--- config.mk ---
export PLATFORM = sky130hd
export DESIGN_NAME = rom_scan_controller
export DESIGN_NICKNAME = d
export VERILOG_FILES = /design/src/rtl/rom_scan_controller.sv
export SDC_FILE = /design/constraint.sdc
export NUM_CORES = 1
export LEC_CHECK = 0
export ABC_AREA = 1
export CAP_MARGIN = 20
export CORE_ASPECT_RATIO = 0.8
export CORE_MARGIN = 1
export CORE_UTILIZATION = 52
export DETAILED_ROUTE_END_ITERATION = 8
export HOLD_SLACK_MARGIN = 0.15
export PLACE_DENSITY = 0.74
export SLEW_MARGIN = 20
export SYNTH_ARGS = -nofsm -noshare
export SYNTH_HDL_FRONTEND = slang
export SYNTH_SLANG_ARGS = --single-unit
--- constraint.sdc ---
create_clock -name clock -period 3.9 [get_ports clock]
set_input_delay 0.585 -clock clock [delete_from_list [all_inputs] [get_ports clock]]
set_output_delay 0.585 -clock clock [all_outputs]
set_load 0.05 [all_outputs]
--- src/rtl/rom_scan_controller.sv ---
// Raster-order address sequencer for the input image ROM, realigning the
// registered ROM data with its coordinates into a backpressured pixel stream.
module rom_scan_controller #(
  parameter int WIDTH        = 128,
  parameter int HEIGHT       = 128,
  parameter int ADDR_W       = 8,
  parameter int READ_LATENCY = 1
) (
  input  logic              clock,
  input  logic              reset,
  input  logic              iStart,
  input  logic              iReady,
  input  logic [7:0]        iRomData,
  output logic [ADDR_W-1:0] oCol,
  output logic [ADDR_W-1:0] oRow,
  output logic              oValid,
  output logic [7:0]        oPixel,
  output logic [ADDR_W-1:0] oPixelCol,
  output logic [ADDR_W-1:0] oPixelRow,
  output logic              oLineEnd,
  output logic              oFrameEnd,
  output logic              oBusy,
  output logic              oDone
);

  localparam int DEPTH = READ_LATENCY + 2;
  localparam int OUT_W = $clog2(DEPTH + 1);
  localparam int PTR_W = $clog2(DEPTH);

  typedef enum logic [1:0] {IDLE, SCAN, DRAIN, DONE} state_t;

  state_t             r_state;
  logic [ADDR_W-1:0]  r_col;
  logic [ADDR_W-1:0]  r_row;
  logic [OUT_W-1:0]   r_outstanding;
  logic               r_busy;
  logic               r_done;

  logic [READ_LATENCY-1:0] r_tagValid;
  logic [ADDR_W-1:0]       r_tagCol [READ_LATENCY];
  logic [ADDR_W-1:0]       r_tagRow [READ_LATENCY];

  logic [7:0]         r_memPix [DEPTH];
  logic [ADDR_W-1:0]  r_memCol [DEPTH];
  logic [ADDR_W-1:0]  r_memRow [DEPTH];
  logic [PTR_W-1:0]   r_wrPtr;
  logic [PTR_W-1:0]   r_rdPtr;
  logic [OUT_W-1:0]   r_count;

  logic               w_pop;
  logic               w_push;
  logic               w_issue;
  logic               w_lastAddr;
  logic [OUT_W-1:0]   w_outAfterPop;
  logic [OUT_W-1:0]   w_outNext;

  // A slot is only claimed once the FIFO is guaranteed room for the returning byte.
  assign w_pop         = (r_count != '0) && iReady;
  assign w_outAfterPop = r_outstanding - OUT_W'(w_pop);
  assign w_issue       = (r_state == SCAN) && (w_outAfterPop < OUT_W'(DEPTH));
  assign w_outNext     = w_outAfterPop + OUT_W'(w_issue);
  assign w_push        = r_tagValid[READ_LATENCY-1];
  assign w_lastAddr    = (r_col == ADDR_W'(WIDTH - 1)) && (r_row == ADDR_W'(HEIGHT - 1));

  always_ff @(posedge clock) begin
    if (reset) begin
      r_state       <= IDLE;
      r_col         <= '0;
      r_row         <= '0;
      r_outstanding <= '0;
      r_busy        <= 1'b0;
      r_done        <= 1'b0;
    end else begin
      r_outstanding <= w_outNext;
      r_done        <= 1'b0;
      case (r_state)
        IDLE: begin
          if (iStart) begin
            r_state <= SCAN;
            r_col   <= '0;
            r_row   <= '0;
            r_busy  <= 1'b1;
          end
        end
        SCAN: begin
          if (w_issue) begin
            if (w_lastAddr) begin
              r_state <= DRAIN;
            end else if (r_col == ADDR_W'(WIDTH - 1)) begin
              r_col <= '0;
              r_row <= r_row + ADDR_W'(1);
            end else begin
              r_col <= r_col + ADDR_W'(1);
            end
          end
        end
        DRAIN: begin
          if (w_outNext == '0) begin
            r_state <= DONE;
            r_busy  <= 1'b0;
            r_done  <= 1'b1;
          end
        end
        default: r_state <= IDLE;
      endcase
    end
  end

  // Coordinates travel alongside the ROM access so data and tag meet at the FIFO.
  always_ff @(posedge clock) begin
    if (reset) begin
      for (int i = 0; i < READ_LATENCY; i++) begin
        r_tagValid[i] <= 1'b0;
        r_tagCol[i]   <= '0;
        r_tagRow[i]   <= '0;
      end
    end else begin
      r_tagValid[0] <= w_issue;
      r_tagCol[0]   <= r_col;
      r_tagRow[0]   <= r_row;
      for (int i = 1; i < READ_LATENCY; i++) begin
        r_tagValid[i] <= r_tagValid[i-1];
        r_tagCol[i]   <= r_tagCol[i-1];
        r_tagRow[i]   <= r_tagRow[i-1];
      end
    end
  end

  always_ff @(posedge clock) begin
    if (reset) begin
      r_wrPtr <= '0;
      r_rdPtr <= '0;
      r_count <= '0;
      for (int i = 0; i < DEPTH; i++) begin
        r_memPix[i] <= '0;
        r_memCol[i] <= '0;
        r_memRow[i] <= '0;
      end
    end else begin
      if (w_push) begin
        r_memPix[r_wrPtr] <= iRomData;
        r_memCol[r_wrPtr] <= r_tagCol[READ_LATENCY-1];
        r_memRow[r_wrPtr] <= r_tagRow[READ_LATENCY-1];
        r_wrPtr <= (r_wrPtr == PTR_W'(DEPTH - 1)) ? '0 : r_wrPtr + PTR_W'(1);
      end
      if (w_pop) begin
        r_rdPtr <= (r_rdPtr == PTR_W'(DEPTH - 1)) ? '0 : r_rdPtr + PTR_W'(1);
      end
      r_count <= r_count + OUT_W'(w_push) - OUT_W'(w_pop);
    end
  end

  assign oCol      = r_col;
  assign oRow      = r_row;
  assign oValid    = (r_count != '0);
  assign oPixel    = r_memPix[r_rdPtr];
  assign oPixelCol = r_memCol[r_rdPtr];
  assign oPixelRow = r_memRow[r_rdPtr];
  assign oLineEnd  = oValid && (oPixelCol == ADDR_W'(WIDTH - 1));
  assign oFrameEnd = oLineEnd && (oPixelRow == ADDR_W'(HEIGHT - 1));
  assign oBusy     = r_busy;
  assign oDone     = r_done;

endmodule

==> summary.txt <==
Run status: completed
Setup crit end kind: output pin
Leakage: 3.02 nW
CP peak stage delay: 0.88 ns
Initial Util: 54.1%
Longest Clk Path Bufs: 2
Clock sinks: 143
IO Port Bufs: 56
# nets final: 769
Total Power: 5.84 mW
CTS tree: built
Clock Tree Root: clkbuf_16
Antenna-violating nets left: 0
Antenna violations before repair: 0
Worst Skew: 0.00905 ns
HPWL Detailed: 8720 um
Synth unique cells: 33
Fmax: 316 MHz
Grt peak-use layer: met2
Vias in the first global route: 4798
Period utilization: 81.2%
Min Tclk post-route: 3.17 ns
Post-Synthesis Cell Area: 6310 um^2
Sequential area share after synthesis: 60.6%
Post-Syn Instances: 688
Met3 Usage GRT: 6.21%
WHS Path Cells: 0
Synth-to-Final Area Change: 20.6%
Most used cell, CP: nor2_1
Vias: 4880
Worst r2r path cells: 17
Flop-to-flop setup slack: 1.30 ns
Critical path, cell by cell: buf_4 -> nor2_1 -> nor2_1 -> o21ai_0 -> o21ai_1 -> clkdlybuf4s50_1
Slowest cell on crit path: clkdlybuf4s50_1
Max Slew Vio Count: 0
Final setup violation count: 0
Largest net degree at the start of global routing: 48
Num CTS Buffers: 17
DR vias/cell: 5.37
Post-CTS Hold Fix Bufs: 0
Seq cells post-synth: 143
WL per Instance: 15.7 um
Crit path max fanout: 47
Gr usage total: 24.0%
Total inserted antenna cells: 0
DP Worst Slack: 0.922 ns
Setup TNS Final: 0 ns
Final hold violations: 0
Die area: 12600 um^2
Clock slew at reported path FFs: 0.06 ns
Crit path launch type: register
Clk_lat worst skew: 0.42 ns
I/O pins: 57
Initial DRT Pass Iterations: 7
Die Y: 100 um
Worst Hold Launch: r_tagRow[0][1]
Post-CTS sizing: 0
Post-CTS Setup Inserts: 0
Share of cells above drive strength 1: 8.68%
RSZ-0062 raised after global routing: no
FF-to-FF End: r_state[1]
Crit Reg-Reg Startpoint: r_count[1]
Max_slew headroom: 61.7%
Slew @ Worst Pin: 0.575 ns
Critical path type: reg2out
Hold Path Sink: r_memRow[3][1]
Most frequent cells in the layout: 177 x nor2_1, 96 x edfxtp_1, 93 x nand2_1, 82 x inv_1, 53 x clkdlybuf4s50_1
First-pass GRT wire length: 22800 um
Row cnt: 35
DRC viols: 0
Final WS setup: 0.732 ns
M1 GR Usage: 29.5%
Critical Path AT: 2.58 ns
Routability congestion estimate: 0.858
Peak VDD IR: 583 uV
Avg Synthesized Cell Area: 9.17 um^2
Core outline area: 11600 um^2
Data required, critical path: 3.31 ns
Synthesis Warnings: 0
Die X-Extent: 125 um
Drt total wl: 14300 um
Pwr/cell area: 768 nW/um^2
H-Tree Depth: 4
Leading cell type in the layout, fill and taps excluded: nor2_1
Worst hold path class: reg2reg
Global route total overflow: 0
Worst Hold Slack: 0.430 ns
Grt met2 use: 40.9%
Iter 0 DRT Violations: 477
Synthesized Nets: 710
Max-cap viol count: 0
-- worst max-delay path by stage --
| stage | startpoint | end | slack, ns | cells past startpoint |
|---|---|---|---|---|
| 5_1_grt | register | oPixelCol[3] | 0.55 | 6 |
| 4_1_cts | register | oPixelCol[0] | 0.72 | 6 |
| 2_1_floorplan | reset | r_memCol[3][0] | 0.09 | 3 |
| 6_report | register | oPixelCol[0] | 0.73 | 6 |
| 3_5_place_dp | iReady | r_state[1] | 0.92 | 17 |
| 3_3_place_gp | iReady | oBusy | 1.14 | 16 |
-- cell type report --
| class | count | area (um^2) |
|---|---|---|
| fillers | 892 | 4040 |
| flip-flops and latches | 143 | 3820 |
| multi-input cells | 427 | 2000 |
| repair buffers | 68 | 668 |
| clock buffers | 20 | 447 |
| inverters | 90 | 338 |
| well taps | 148 | 185 |
| clock inverters | 12 | 143 |
-- layer usage --
metal  routed length (um)  vias up  share of wire, %
li1                     -     2357                 -
met1                 6040     2328                42
met2                 7160      178                50
met3                  916       17               6.4
met4                  174        0               1.2
met5                    0        -                 0
-- critical path: cells and delay by family, from the launching register on --
family	cells	cell delay [ns]
compound gates	2	0.31
flops	1	0.35
buf+inv	2	1.32
simple gates	2	0.19
-- cell families after synthesis --
logic type               count (synthesis)  synth area share [%]
flip-flops                             143                  60.6
XOR/XNOR                                 4                 0.556
AND/OR/NAND/NOR                        328                  21.8
adder cells (fa/ha/maj)                 10                  1.98
AO/OA/AOI/OAI                           85                  7.28
buffers and inverters                  118                  7.70
-- metrics by stage --
step | instance area (um^2) | utilization [%] | cells
2_1_floorplan | 6310 | - | 688
3_3_place_gp | 7020 | 60.2 | 876
3_5_place_dp | 7020 | 60.2 | 876
4_1_cts | 7610 | 65.3 | 908
5_1_grt | 7610 | 65.3 | 908
6_report | 7610 | 65.3 | 908
-- registers in the layout, indices dropped and copies added, names as in the netlist, named ones only --
| register | cells |
|---|---|
| r_outstanding | 2 |
| r_memRow | 32 |
| r_state | 2 |
| oDone | 1 |
| oCol | 8 |
| r_rdPtr | 2 |
| r_memCol | 32 |
| r_memPix | 32 |
| r_wrPtr | 2 |
| r_tagCol | 8 |
| r_tagRow | 8 |
| oRow | 8 |
| r_count | 2 |
| r_tagValid | 1 |
| oBusy | 1 |
-- cells in the mapped netlist --
cell type	number	area share [%]
a211oi_1	1	0.12
a21oi_1	12	0.95
buf_2	10	0.79
buf_4	4	0.48
buf_6	2	0.36
clkbuf_1	12	0.71
clkinv_1	1	0.059
dfxtp_1	47	15
edfxtp_1	96	46
ha_1	10	2.0
inv_1	82	4.9
inv_2	7	0.42
nand2_1	93	5.5
nand2_2	2	0.20
nand2_4	3	0.54
nand3_1	36	2.9
nand3_2	2	0.32
nand3_4	1	0.28
nand4_1	6	0.60
nor2_1	177	11
nor2_2	4	0.40
nor2_8	1	0.32
nor3_1	1	0.079
nor4_1	1	0.099
o211a_1	1	0.16
o21ai_0	50	4.0
o21ai_1	3	0.24
o21bai_1	1	0.12
o22ai_1	15	1.5
o31ai_1	2	0.24
or2_2	1	0.099
xnor2_1	1	0.14
xor2_1	3	0.42
-- power breakdown --
group	switching (mW)	internal, mW
clock network	0.593	1.01
registers	0.119	1.78
logic	1.64	0.691
total	2.35	3.49
(Power assumes the default switching activity.)
